==> src/rtl/pwm_dimmer_array_if.sv <==
// Duty-write channel of the PWM dimmer array.
// The controller drives the master side and the dimmer drives the slave side.
interface pwm_dimmer_array_if #(
  parameter int CHANNELS = 4,
  parameter int WIDTH    = 4
);
  localparam int CH_W = (CHANNELS > 1) ? $clog2(CHANNELS) : 1;

  logic             wr_valid;
  logic             wr_ready;
  logic [CH_W-1:0]  wr_ch;
  logic [WIDTH-1:0] wr_duty;
  logic             wr_fade;

  modport master (
    output wr_valid,
    output wr_ch,
    output wr_duty,
    output wr_fade,
    input  wr_ready
  );

  modport slave (
    input  wr_valid,
    input  wr_ch,
    input  wr_duty,
    input  wr_fade,
    output wr_ready
  );
endinterface

==> src/rtl/pwm_dimmer_array.sv <==
// Multi-channel PWM dimmer. Duty writes land in a per-channel target and are
// applied to the active duty only at frame boundaries, either as a jump or as a fade.
module pwm_dimmer_array #(
  parameter int CHANNELS  = 4,
  parameter int WIDTH     = 4,
  parameter int PERIOD    = 5,
  parameter int FADE_STEP = 1
) (
  input  logic                clk,
  input  logic                rst_n,
  pwm_dimmer_array_if.slave   wr,
  output logic [CHANNELS-1:0] pwm_o,
  output logic [CHANNELS-1:0] busy,
  output logic                frame_start
);
  localparam int CH_W = (CHANNELS > 1) ? $clog2(CHANNELS) : 1;
  localparam logic [WIDTH-1:0] PERIOD_W = WIDTH'(PERIOD);
  localparam logic [WIDTH-1:0] LAST_W   = WIDTH'(PERIOD - 1);
  localparam logic [WIDTH-1:0] STEP_W   = WIDTH'(FADE_STEP);

  logic [WIDTH-1:0]    cnt;
  logic                boundary;
  logic                wrHit;
  logic                chOk;
  logic [WIDTH-1:0]    dutyClamped;
  logic [WIDTH-1:0]    active     [CHANNELS];
  logic [WIDTH-1:0]    target     [CHANNELS];
  logic [WIDTH-1:0]    nextActive [CHANNELS];
  logic [WIDTH-1:0]    diff       [CHANNELS];
  logic [CHANNELS-1:0] mode;

  assign boundary    = (cnt == LAST_W);
  assign wrHit       = wr.wr_valid && wr.wr_ready;
  assign chOk        = (32'(wr.wr_ch) < CHANNELS);
  assign dutyClamped = (wr.wr_duty > PERIOD_W) ? PERIOD_W : wr.wr_duty;
  assign frame_start = (cnt == '0);

  // Fade moves by at most STEP_W; the remaining distance caps the step so it never overshoots.
  always_comb begin
    for (int i = 0; i < CHANNELS; i++) begin
      nextActive[i] = active[i];
      diff[i]       = '0;
      if (!mode[i]) begin
        nextActive[i] = target[i];
      end else if (target[i] > active[i]) begin
        diff[i]       = target[i] - active[i];
        nextActive[i] = active[i] + ((diff[i] < STEP_W) ? diff[i] : STEP_W);
      end else if (target[i] < active[i]) begin
        diff[i]       = active[i] - target[i];
        nextActive[i] = active[i] - ((diff[i] < STEP_W) ? diff[i] : STEP_W);
      end
    end
  end

  always_comb begin
    pwm_o = '0;
    busy  = '0;
    for (int i = 0; i < CHANNELS; i++) begin
      pwm_o[i] = (cnt < active[i]);
      busy[i]  = (active[i] != target[i]);
    end
  end

  always_ff @(posedge clk or negedge rst_n) begin
    if (!rst_n) begin
      cnt      <= '0;
      wr.wr_ready <= 1'b0;
    end else begin
      wr.wr_ready <= 1'b1;
      cnt         <= boundary ? '0 : cnt + 1'b1;
    end
  end

  // Boundary reads the targets held before this edge, so a same-edge write waits a frame.
  always_ff @(posedge clk or negedge rst_n) begin
    if (!rst_n) begin
      for (int i = 0; i < CHANNELS; i++) begin
        active[i] <= '0;
        target[i] <= '0;
      end
      mode <= '0;
    end else begin
      for (int i = 0; i < CHANNELS; i++) begin
        if (boundary) begin
          active[i] <= nextActive[i];
        end
        if (wrHit && chOk && (wr.wr_ch == CH_W'(i))) begin
          target[i] <= dutyClamped;
          mode[i]   <= wr.wr_fade;
        end
      end
    end
  end
endmodule

==> src/flat_wrapper.sv <==
// flat-port wrapper written by rule: the top's interface ports become plain ports
module pwm_dimmer_array_flat 
#(
  parameter int CHANNELS  = 4,
  parameter int WIDTH     = 4,
  parameter int PERIOD    = 5,
  parameter int FADE_STEP = 1
)
  (clk, rst_n, pwm_o, busy, frame_start, wr_wr_valid, wr_wr_ch, wr_wr_duty, wr_wr_fade, wr_wr_ready);
  pwm_dimmer_array_if #(.CHANNELS(CHANNELS), .WIDTH(WIDTH)) wr_i ();
  input  logic clk;
  input  logic rst_n;
  output logic [CHANNELS-1:0] pwm_o;
  output logic [CHANNELS-1:0] busy;
  output logic frame_start;
  input wire logic [$bits(wr_i.wr_valid)-1:0] wr_wr_valid;
  input wire logic [$bits(wr_i.wr_ch)-1:0] wr_wr_ch;
  input wire logic [$bits(wr_i.wr_duty)-1:0] wr_wr_duty;
  input wire logic [$bits(wr_i.wr_fade)-1:0] wr_wr_fade;
  output wire logic [$bits(wr_i.wr_ready)-1:0] wr_wr_ready;
  assign wr_i.wr_valid = wr_wr_valid;
  assign wr_i.wr_ch = wr_wr_ch;
  assign wr_i.wr_duty = wr_wr_duty;
  assign wr_i.wr_fade = wr_wr_fade;
  assign wr_wr_ready = wr_i.wr_ready;
  pwm_dimmer_array #(.CHANNELS(CHANNELS), .WIDTH(WIDTH), .PERIOD(PERIOD), .FADE_STEP(FADE_STEP)) u_core (.clk(clk), .rst_n(rst_n), .wr(wr_i), .pwm_o(pwm_o), .busy(busy), .frame_start(frame_start));
endmodule
==> config.mk <==
export PLATFORM = sky130hd
export DESIGN_NAME = pwm_dimmer_array_flat
export DESIGN_NICKNAME = d
export VERILOG_FILES = /design/src/rtl/pwm_dimmer_array_if.sv /design/src/rtl/pwm_dimmer_array.sv /design/src/flat_wrapper.sv
export SDC_FILE = /design/constraint.sdc
export NUM_CORES = 1
export LEC_CHECK = 0
export ABC_AREA = 1
export BUFFER_PORTS_ARGS = -buffer_cell sky130_fd_sc_hd__buf_2
export CORE_ASPECT_RATIO = 1.1
export CORE_UTILIZATION = 45
export CTS_CLUSTER_DIAMETER = 200
export DETAILED_ROUTE_END_ITERATION = 12
export HOLD_SLACK_MARGIN = 0.12
export PLACE_DENSITY = 0.7
export REMOVE_ABC_BUFFERS = 1
export SLEW_MARGIN = 0
export SYNTH_ARGS = -nofsm -noshare
export SYNTH_HDL_FRONTEND = slang
export SYNTH_SLANG_ARGS = --single-unit
export TNS_END_PERCENT = 20
==> constraint.sdc <==
create_clock -name clk -period 2.5 [get_ports clk]
set_input_delay 0.125 -clock clk [delete_from_list [all_inputs] [get_ports clk]]
set_output_delay 0.125 -clock clk [all_outputs]
set_load 0.03 [all_outputs]
==> summary.txt <==
MaxCap Viol Count - 0
CTS Buf Count - 5
Tcrit/Tclk final - 1.127
RSZ-0062 raised after global routing - true
Initial Util - 0.4735
I/O Pins - 20
Largest net degree at the start of global routing - 42
Setup CP Type - reg -> reg
CP arrival - 3.05 ns
Post-DP HPWL - 7255 um
P per Cell Area - 1487 nW/um^2
Area growth syn-to-layout - 44.82%
DP Area - 4697 sq um
Met3 usage - 0.02006
Worst-Skew Late Latency - 0.30 ns
Placed Instances - 731
CP top delay family - adder cells
DRC viols - 0
Final WS setup - -0.3167 ns
M2 GR Usage - 0.4704
Most frequent cells in the layout - buf_4 (114), nand2_1 (104), inv_1 (79), dfrtp_1 (38), ha_1 (37)
Max-Slew Margin vs Limit - 0.3684
Slew @ Worst Pin - 0.9474 ns
CTS tree - built
Core area - 8040 sq um
Warnings from Yosys - 0
Largest stage delay on the critical path - 0.53 ns
Post-synthesis register bit count - 41
Leak - 2.806 nW
Final Critical Period - 2.817 ns
Buffers on Ports - 19
Post-route ant nets - 0
Synthesized area per cell - 7.379 sq um
Final hold vios - 0
First-pass detailed-route iteration total - 5
Vias/cell - 5.043
Routed wire length - 10570 um
GRT Util Overall - 0.2429
Final design utilization - 0.6858
Synth unique cells - 31
Die width - 89.70 um
CTS sink cnt - 41
Fin nets - 743
Final setup fails - 12
Mapped Area - 3807 sq um
Violated checks - negative setup slack
Full die area - 8833 sq um
Critical path's slowest cell - fa_2
Initial DRC Count - 170
Avg WL per Cell - 13.70 um
WP buf/inv - 2
Worst Path Required - 2.74 ns
First-pass GRT wire length - 17510 um
Clock slew at reported path FFs - 0.09 ns
Row count - 34
Fin cells - 772
Setup crit end kind - flip-flop
# H-tree levels - 2
Syn Inst Count - 516
Crit path cell chain - inv_2, ha_4, fa_2, nand2_2, a21oi_2, nand3_2, buf_4, nand2_2, nand2_1, ha_2, fa_2, xor2_2, o21ai_1, nor2_1, a21oi_1
Max VDD drop - 0.7776 mV
Commonest non-fill, non-tap cell in the layout - buf_4
Fmax - 355.0 MHz
Initial antenna violation count - 0
Clk root buf - clkbuf_8
Layout cells sized above 1 - 0.3765
Seq/Total Area, Yosys - 0.2695
Post-Layout Inst Area - 5514 sq um
Number of global-route vias before repair - 3968
Pins Over Slew Limit - 0
Busiest grt layer - met2
Longest Clk Path Bufs - 2
Met1 usage - 0.2850
Clk_skew - 0.005566 ns
Status - finished with violations
Worst hold path class - in -> reg
Reg2Reg Setup Slack - -0.32 ns
Chip height - 98.47 um
Type of origin of the critical path - flip-flop
Vias - 3893
GRT overflow - 0
Placer congestion estimate - 0.8548
Ant. Diodes - 0
Worst Path Max Fanout - 3
==> area by class of cell <==
| cell class | instances | area [sq um] |
|---|---|---|
| fill | 602 | 2526 |
| clock inverter | 3 | 17.52 |
| inverter | 98 | 367.9 |
| timing repair buffer | 141 | 1039 |
| multi-input combinational | 376 | 2856 |
| tap | 108 | 135.1 |
| sequential | 41 | 1030 |
| clock buffer | 5 | 68.82 |
==> power by group <==
part	internal [W]	switching, W	leakage, nW
registers	0.000868	0.000239	0.496
clock network	0.000193	0.000258	0.0439
logic	0.00331	0.00333	2.27
total	0.00437	0.00383	2.81
==> registers in the layout, indices dropped and copies added, names as in the netlist <==
| register | cells |
|---|---|
| u_core.active | 16 |
| u_core.cnt | 4 |
| u_core.mode | 4 |
| u_core.target | 16 |
| u_core.wr.wr_ready | 1 |
==> worst paths after layout <==
kind | startpoint | cells after the start | endpoint
min in group asynchronous | rst_n | 2 | u_core.active[11]$_DFFE_PN0P_
worst max-delay path | u_core.target[0]$_DFFE_PN0P_ | 15 | u_core.active[2]$_DFFE_PN0P_
max in group asynchronous | rst_n | 2 | u_core.active[1]$_DFFE_PN0P_
worst min register to register | u_core.target[3]$_DFFE_PN0P_ | 2 | u_core.target[3]$_DFFE_PN0P_
worst max register to register | u_core.target[0]$_DFFE_PN0P_ | 15 | u_core.active[2]$_DFFE_PN0P_
worst min-delay path | wr_wr_duty[1] | 5 | u_core.target[13]$_DFFE_PN0P_
==> through the flow <==
step / hold slack (ns) / total power [W] / TNS [ns] / setup slack (ns)
5_1_grt: 0.2725 / 0.009013 / -4.943 / -0.4806
3_5_place_dp: 0.3180 / 0.005988 / -4.469 / -0.4547
3_3_place_gp: 0.3123 / 0.005765 / -3.507 / -0.3914
2_1_floorplan: -0.1706 / 0.004076 / -1.716 / -0.2474
4_1_cts: 0.2301 / 0.007409 / -3.188 / -0.2979
6_report: 0.2185 / 0.008201 / -3.077 / -0.3167
==> timing repair <==
action | 4_1_cts | 5_1_grt
buffers inserted | 28 | 5
resized for setup | 76 | 59
endpoints found under the hold margin | 42 | 0
endpoints found under the setup margin | 13 | 16
hold buffers | 2 | 0
pin swaps | 46 | 46
==> cell usage after synthesis <==
master / n / area share
or2_1: 1 / 0.0016
or2_2: 2 / 0.0033
a211oi_1: 2 / 0.0039
o21ai_0: 51 / 0.067
nand3b_1: 2 / 0.0039
nor2_1: 33 / 0.033
dfrtp_1: 41 / 0.27
xnor2_1: 1 / 0.0023
nor3_2: 1 / 0.0026
xor2_1: 2 / 0.0046
nand4_1: 2 / 0.0033
fa_1: 12 / 0.063
o21a_1: 2 / 0.0039
nor3_4: 2 / 0.0085
o211ai_1: 1 / 0.0020
inv_1: 97 / 0.096
ha_1: 58 / 0.19
buf_4: 1 / 0.0020
buf_2: 1 / 0.0013
nand2_1: 117 / 0.12
a21oi_1: 31 / 0.041
o21ai_4: 1 / 0.0043
inv_2: 1 / 0.00098
and2_1: 2 / 0.0033
a31oi_1: 3 / 0.0049
a21o_1: 4 / 0.0079
o21ai_2: 3 / 0.0069
conb_1: 1 / 0.00098
clkbuf_1: 3 / 0.0030
nand3_1: 32 / 0.042
nor3_1: 6 / 0.0079
==> worst min-delay path, cell delays in order <==
cell and delay (ns):
buf_2 0.09, inv_1 0.05, nor2_1 0.08, nand2_1 0.07, o21ai_0 0.06
==> layer usage <==
layer,part of all wire,wire [um]
met1,0.42,4446
met2,0.53,5639
met3,0.037,390
met4,0.0092,97
met5,0,0
==> cell families after synthesis <==
kind of cell / share of synthesized area
xor+xnor: 0.006902
buf+inv: 0.1029
other cells: 0.0009849
fa+ha+maj: 0.2537
flops: 0.2695
compound gates: 0.1416
simple gates: 0.2244
No activity file was read; power rests on OpenSTA's default activity.
